## src/rtl/cu_pkg.sv

```systemverilog
// =============================================================================
// cu_pkg : shared constants for the SAP-style control unit (opcodes, ctrl bits)
// Rev 1.0
// =============================================================================
`default_nettype none

package cu_pkg;

  localparam int STEP_W = 3;
  localparam int CTRL_W = 16;

  typedef logic [CTRL_W-1:0] ctrl_t;
  typedef logic [STEP_W-1:0] step_t;

  localparam step_t T0 = 3'd0;
  localparam step_t T1 = 3'd1;
  localparam step_t T2 = 3'd2;
  localparam step_t T3 = 3'd3;
  localparam step_t T4 = 3'd4;

  // Bit positions inside the control word, MSB first: HLT MI RI RO IO II AI AO EO SU BI OI CE CO J FI
  typedef enum int {
    CB_FI  = 0,  CB_J   = 1,  CB_CO  = 2,  CB_CE  = 3,
    CB_OI  = 4,  CB_BI  = 5,  CB_SU  = 6,  CB_EO  = 7,
    CB_AO  = 8,  CB_AI  = 9,  CB_II  = 10, CB_IO  = 11,
    CB_RO  = 12, CB_RI  = 13, CB_MI  = 14, CB_HLT = 15
  } ctrl_bit_e;

  localparam ctrl_t C_HLT = ctrl_t'(1) << CB_HLT;
  localparam ctrl_t C_MI  = ctrl_t'(1) << CB_MI;
  localparam ctrl_t C_RI  = ctrl_t'(1) << CB_RI;
  localparam ctrl_t C_RO  = ctrl_t'(1) << CB_RO;
  localparam ctrl_t C_IO  = ctrl_t'(1) << CB_IO;
  localparam ctrl_t C_II  = ctrl_t'(1) << CB_II;
  localparam ctrl_t C_AI  = ctrl_t'(1) << CB_AI;
  localparam ctrl_t C_AO  = ctrl_t'(1) << CB_AO;
  localparam ctrl_t C_EO  = ctrl_t'(1) << CB_EO;
  localparam ctrl_t C_SU  = ctrl_t'(1) << CB_SU;
  localparam ctrl_t C_BI  = ctrl_t'(1) << CB_BI;
  localparam ctrl_t C_OI  = ctrl_t'(1) << CB_OI;
  localparam ctrl_t C_CE  = ctrl_t'(1) << CB_CE;
  localparam ctrl_t C_CO  = ctrl_t'(1) << CB_CO;
  localparam ctrl_t C_J   = ctrl_t'(1) << CB_J;
  localparam ctrl_t C_FI  = ctrl_t'(1) << CB_FI;

  localparam logic [3:0] OP_NOP = 4'h0;
  localparam logic [3:0] OP_LDA = 4'h1;
  localparam logic [3:0] OP_ADD = 4'h2;
  localparam logic [3:0] OP_SUB = 4'h3;
  localparam logic [3:0] OP_STA = 4'h4;
  localparam logic [3:0] OP_LDI = 4'h5;
  localparam logic [3:0] OP_JMP = 4'h6;
  localparam logic [3:0] OP_JC  = 4'h7;
  localparam logic [3:0] OP_JZ  = 4'h8;
  localparam logic [3:0] OP_OUT = 4'hE;
  localparam logic [3:0] OP_HLT = 4'hF;

endpackage

`default_nettype wire

```

## src/rtl/microcode_rom.sv

```systemverilog
// =============================================================================
// microcode_rom : combinational decode {opcode, step, C, Z} -> control word
// Rev 1.0
// =============================================================================
`default_nettype none

module microcode_rom
  import cu_pkg::*;
(
  input  logic [3:0]        opcode_i,
  input  logic [STEP_W-1:0] step_i,
  input  logic              carry_i,
  input  logic              zero_i,
  output logic [CTRL_W-1:0] word_o
);

  always_comb begin
    word_o = '0;
    case (step_i)
      T0: word_o = C_CO | C_MI;
      T1: word_o = C_RO | C_II | C_CE;
      T2: begin
        case (opcode_i)
          OP_LDA, OP_ADD, OP_SUB, OP_STA: word_o = C_IO | C_MI;
          OP_LDI: word_o = C_IO | C_AI;
          OP_JMP: word_o = C_IO | C_J;
          OP_JC:  word_o = carry_i ? (C_IO | C_J) : '0;
          OP_JZ:  word_o = zero_i  ? (C_IO | C_J) : '0;
          OP_OUT: word_o = C_AO | C_OI;
          OP_HLT: word_o = C_HLT;
          default: word_o = '0;
        endcase
      end
      T3: begin
        case (opcode_i)
          OP_LDA: word_o = C_RO | C_AI;
          OP_ADD, OP_SUB: word_o = C_RO | C_BI;
          OP_STA: word_o = C_AO | C_RI;
          default: word_o = '0;
        endcase
      end
      T4: begin
        case (opcode_i)
          OP_ADD: word_o = C_EO | C_AI | C_FI;
          OP_SUB: word_o = C_EO | C_AI | C_FI | C_SU;
          default: word_o = '0;
        endcase
      end
      default: word_o = '0;
    endcase
  end

endmodule

`default_nettype wire

```

## src/rtl/control_unit.sv

```systemverilog
// =============================================================================
// control_unit : IR, microstep counter, flags and halt latch driving the ROM
// Rev 1.0
// =============================================================================
`default_nettype none

module control_unit
  import cu_pkg::*;
#(
  parameter int EARLY_END = 1
) (
  input  logic        clk,
  input  logic        rst_n,
  input  logic        step_en,
  input  logic [7:0]  bus_in,
  input  logic        carry_in,
  input  logic        zero_in,
  output logic [15:0] ctrl,
  output logic [3:0]  bus_out,
  output logic        bus_oe,
  output logic [7:0]  ir,
  output logic [2:0]  step,
  output logic [1:0]  flags,
  output logic        halted
);

  logic [7:0]        ir_q,     ir_d;
  logic [STEP_W-1:0] step_q,   step_d;
  logic [1:0]        flags_q,  flags_d;
  logic              halted_q, halted_d;

  logic [CTRL_W-1:0] rom_word;
  logic [CTRL_W-1:0] nxt_word;
  logic [STEP_W-1:0] step_inc;

  assign step_inc = step_q + STEP_W'(1);

  microcode_rom u_rom_cur (
    .opcode_i (ir_q[7:4]),
    .step_i   (step_q),
    .carry_i  (flags_q[1]),
    .zero_i   (flags_q[0]),
    .word_o   (rom_word)
  );

  // Lookahead decode of the following step, used only to cut instructions short
  microcode_rom u_rom_nxt (
    .opcode_i (ir_q[7:4]),
    .step_i   (step_inc),
    .carry_i  (flags_q[1]),
    .zero_i   (flags_q[0]),
    .word_o   (nxt_word)
  );

  assign ctrl    = halted_q ? C_HLT : rom_word;
  assign bus_oe  = ctrl[CB_IO];
  assign bus_out = ir_q[3:0];
  assign ir      = ir_q;
  assign step    = step_q;
  assign flags   = flags_q;
  assign halted  = halted_q;

  always_comb begin
    ir_d     = ir_q;
    step_d   = step_q;
    flags_d  = flags_q;
    halted_d = halted_q;
    if (step_en && !halted_q) begin
      // The halting edge keeps the step so the frozen state still shows T2
      if (ctrl[CB_HLT]) begin
        halted_d = 1'b1;
      end else if ((step_q == T4) ||
                   ((EARLY_END != 0) && (step_q >= T2) && (nxt_word == '0))) begin
        step_d = T0;
      end else begin
        step_d = step_inc;
      end
      if (ctrl[CB_II]) ir_d    = bus_in;
      if (ctrl[CB_FI]) flags_d = {carry_in, zero_in};
    end
  end

  always_ff @(posedge clk or negedge rst_n) begin
    if (!rst_n) begin
      ir_q     <= '0;
      step_q   <= T0;
      flags_q  <= '0;
      halted_q <= 1'b0;
    end else begin
      ir_q     <= ir_d;
      step_q   <= step_d;
      flags_q  <= flags_d;
      halted_q <= halted_d;
    end
  end

endmodule

`default_nettype wire

```

## config.mk

```make
export PLATFORM = sky130hd
export DESIGN_NAME = control_unit
export DESIGN_NICKNAME = d
export VERILOG_FILES = /design/src/rtl/cu_pkg.sv /design/src/rtl/microcode_rom.sv /design/src/rtl/control_unit.sv
export SDC_FILE = /design/constraint.sdc
export NUM_CORES = 1
export LEC_CHECK = 0
export ABC_AREA = 0
export CAP_MARGIN = 20
export CORE_AREA = 2 2 56 97
export CTS_BUF_LIST = sky130_fd_sc_hd__clkbuf_4 sky130_fd_sc_hd__clkbuf_8
export CTS_CLUSTER_SIZE = 12
export DETAILED_ROUTE_END_ITERATION = 10
export DIE_AREA = 0 0 58 99
export PLACE_DENSITY = 0.58
export SYNTH_ARGS = -nofsm -noshare
export SYNTH_HDL_FRONTEND = slang
export SYNTH_HIERARCHICAL = 1
export SYNTH_SLANG_ARGS = --single-unit
```

## constraint.sdc

```tcl
create_clock -name clk -period 2.31 [get_ports clk]
set_input_delay 0.693 -clock clk [delete_from_list [all_inputs] [get_ports clk]]
set_output_delay 0.693 -clock clk [all_outputs]
set_load 0.05 [all_outputs]
```

==> results of run 1 <==
-- flip-flops by register name (all words and copies together) (netlist names) --
name    flops
flags       2
halted      1
ir          8
step        3
-- Yosys cell counts, types with 2 or more instances --
| cell | count | area (µm²) |
|---|---|---|
| dfrtp_1 | 14 | 350 |
| buf_4 | 13 | 97.6 |
| nor2_1 | 12 | 45.0 |
| nor2b_1 | 10 | 62.6 |
| a21oi_1 | 8 | 40.0 |
| inv_1 | 8 | 30.0 |
| mux2_4 | 8 | 120 |
| nand2_1 | 8 | 30.0 |
| and3_1 | 6 | 37.5 |
| buf_6 | 4 | 45.0 |
| nor3_2 | 4 | 40.0 |
| and2_1 | 3 | 18.8 |
| and2b_1 | 3 | 22.5 |
| ha_1 | 3 | 37.5 |
| nor3_1 | 3 | 15.0 |
| nor4_2 | 3 | 37.5 |
| o2111ai_1 | 3 | 26.3 |
| xor2_1 | 3 | 26.3 |
| a21boi_1 | 2 | 15.0 |
| a41o_1 | 2 | 20.0 |
| and2b_2 | 2 | 17.5 |
| and3b_1 | 2 | 17.5 |
| and4_2 | 2 | 20.0 |
| and4_4 | 2 | 22.5 |
| mux2_1 | 2 | 22.5 |
| nand3_1 | 2 | 10.0 |
| nor3b_2 | 2 | 25.0 |
| nor4b_1 | 2 | 17.5 |
| nor4bb_1 | 2 | 20.0 |
| o21a_1 | 2 | 15.0 |
| o21ai_0 | 2 | 10.0 |
| o21ai_1 | 2 | 10.0 |
| o31a_1 | 2 | 17.5 |
| o31ai_1 | 2 | 15.0 |
| or2_2 | 2 | 12.5 |
| or2b_1 | 2 | 15.0 |
-- stage by stage --
step / hold WS [ps] / instance area (µm²) / utilization [%] / instances
6_report: 544 / 2490 / 50.5 / 280
5_1_grt: 565 / 2490 / 50.5 / 280
4_1_cts: 549 / 2360 / 47.8 / 273
3_5_place_dp: 526 / 2130 / 43.2 / 253
3_3_place_gp: 526 / 2130 / 43.2 / 253
2_1_floorplan: 397 / 1530 / - / 160
-- repair_timing --
item	CTS	global route
buffers inserted	16	8
pin swaps	6	14
endpoints found under the setup margin	14	18
gates resized for setup	11	18
-- cell families (layout without fill, tap and decap cells) --
family | after synthesis | after routing | share of synthesized area [%]
compound gates | 27 | 27 | 12.6
xor+xnor | 3 | 3 | 1.81
fa+ha+maj | 3 | 3 | 2.59
buf+inv | 26 | 92 | 12.3
flops | 14 | 14 | 24.2
mux | 10 | 10 | 9.84
simple gates | 77 | 77 | 36.8
-- worst paths after layout --
path	slack, ps	endpoint	startpoint	cells after the start
max reg2reg	50	step[1]	step[1]	9
min in group asynchronous	830	flags[1]	rst_n	1
min	540	ir[3]	ir[3]	1
max in group asynchronous	1030	step[1]	rst_n	1
min reg2reg	540	ir[3]	ir[3]	1
max	-90	ctrl[11]	step[0]	7
-- per-layer routing --
layer | vias up | share of wire, % | wire, µm
met4 | 0 | 2.7 | 108
met5 | - | 0 | 0
met3 | 12 | 2.9 | 114
met1 | 668 | 35 | 1410
met2 | 40 | 59 | 2350
li1 | 690 | - | -
-- area by class of cell --
cell class / instances / area [µm²]
Clock buffer: 4 / 55.1
Fill cell: 450 / 2440
Inverter: 8 / 30.0
Multi-Input combinational cell: 120 / 1100
Sequential cell: 14 / 363
Tap cell: 54 / 67.6
Timing Repair Buffer: 80 / 877
-- critical path: stages, from the launching register on --
cell and delay [ps]:
dfrtp_2 400, buf_6 130, buf_6 110, nor3b_4 210, o31ai_1 100, a21oi_1 130, nor2b_4 220, buf_12 160
==> flow_metrics.tcl, run 1 <==
set metrics [dict create \
    antenna_found_initial 0 \
    dieArea_um2 5740 \
    clock-root-buffer "clkbuf_8" \
    busiest_layer "met2" \
    n_antenna_cell 0 \
    end_kind "output pin" \
    max_freq_mhz 417 \
    cp_max_fo 6 \
    synthToLayoutAreaGrowth_pct 71.7 \
    synth_top_flop_cell "dfrtp_1" \
    fin_setup_tns_ps -274 \
    syn_avg_cell_area_um2 9.06 \
    grt_max_degree 15 \
    rows 34 \
    cts_made_buffers 3 \
    crit_arrival_ps 1700 \
    use_met2_pct 26.0 \
    post-place-ws_ps 13.0 \
    clk_pin_slew_ps 50 \
    viasPerCell 5.04 \
    fp.dieW_um 58 \
    final.min_clock_period_ps 2400 \
    io_buffers 47 \
    violations "setup timing" \
    drtPass1Iterations 4 \
    htreeDepth 1 \
    hp-class "register to register" \
    clk_latency_ps 240 \
    use_met1_pct 15.0 \
    postSynthCellCount 160 \
    grt_util_all_layers_pct 14.1 \
    synth_area_um2 1450 \
    die_h_um 99 \
    worst_pin_slew_ps 602 \
    final_common_cell "buf_4" \
    setup_slack_ps -86.4 \
    finalSetupViolCount 7 \
    yosys_warnings 6 \
    rsz0062_at_grt "yes" \
    grt_first_pass_wirelength_mm 6.40 \
    grt_pass1_vias 1411 \
    via_count 1410 \
    post-dp-hpwl_mm 2.98 \
    layout.nets 243 \
    drt_wl_total_mm 3.98 \
    core_um2 4930 \
    fin_worst_skew_ps 0.431 \
    relSlewSlack_pct 59.7 \
    cts_sinks 14 \
    use_met3_pct 1.44 \
    ant_nets 0 \
    start_util_pct 29.4 \
    seq_area_frac_synth_pct 24.2 \
    drtIter0Drc 23 \
    wl_per_cell_um 14.2 \
    cp.required_ps 1620 \
    ioPinCount 48 \
    status "complete, but fails checks" \
    hold_viol 0 \
    maxSlewViolCount 0 \
    synth_seq_cells 14 \
    grt.overflow.total 0 \
    cts_tree "built" \
    drive_above_1_share_pct 55.3 \
    drc_errors 0 \
    ys_async_sr_fraction_pct 100 \
    ctsHoldBuffers 0 \
    drv_cap 0 \
    cts_buffer_depth 2 \
    syn-num-nets 176 \
    criticalPathCategory "register to output pin" \
    synth_cell_type_count 44 \
    routabilityCongestion 0.805 \
    start_kind "register" \
    mostFrequentLayoutCells "39 x buf_4, 21 x clkdlybuf4s50_1, 17 x buf_12, 9 x nor2b_4, 9 x nor2_1" \
    synth_edf_count 0 \
    finalCritPeriodShare_pct 104 \
]
Power of run 1 is left out: the tool's default activity adds up to more than one toggle a clock period on the data nets, which glitch-free logic cannot reach.
==> inputs of run 2 (changes only) <==
--- a/config.mk
+++ b/config.mk
@@ -6,6 +6,7 @@
 export NUM_CORES = 1
 export LEC_CHECK = 0
 export ABC_AREA = 0
+export ABC_CLOCK_PERIOD_IN_PS = 2310
 export CAP_MARGIN = 20
 export CORE_AREA = 2 2 56 97
 export CTS_BUF_LIST = sky130_fd_sc_hd__clkbuf_4 sky130_fd_sc_hd__clkbuf_8
==> results of run 2 <==
Same layout as run 1: the final DEF is identical, and so are final timing and power.
Power of run 2 is left out for the same reason.
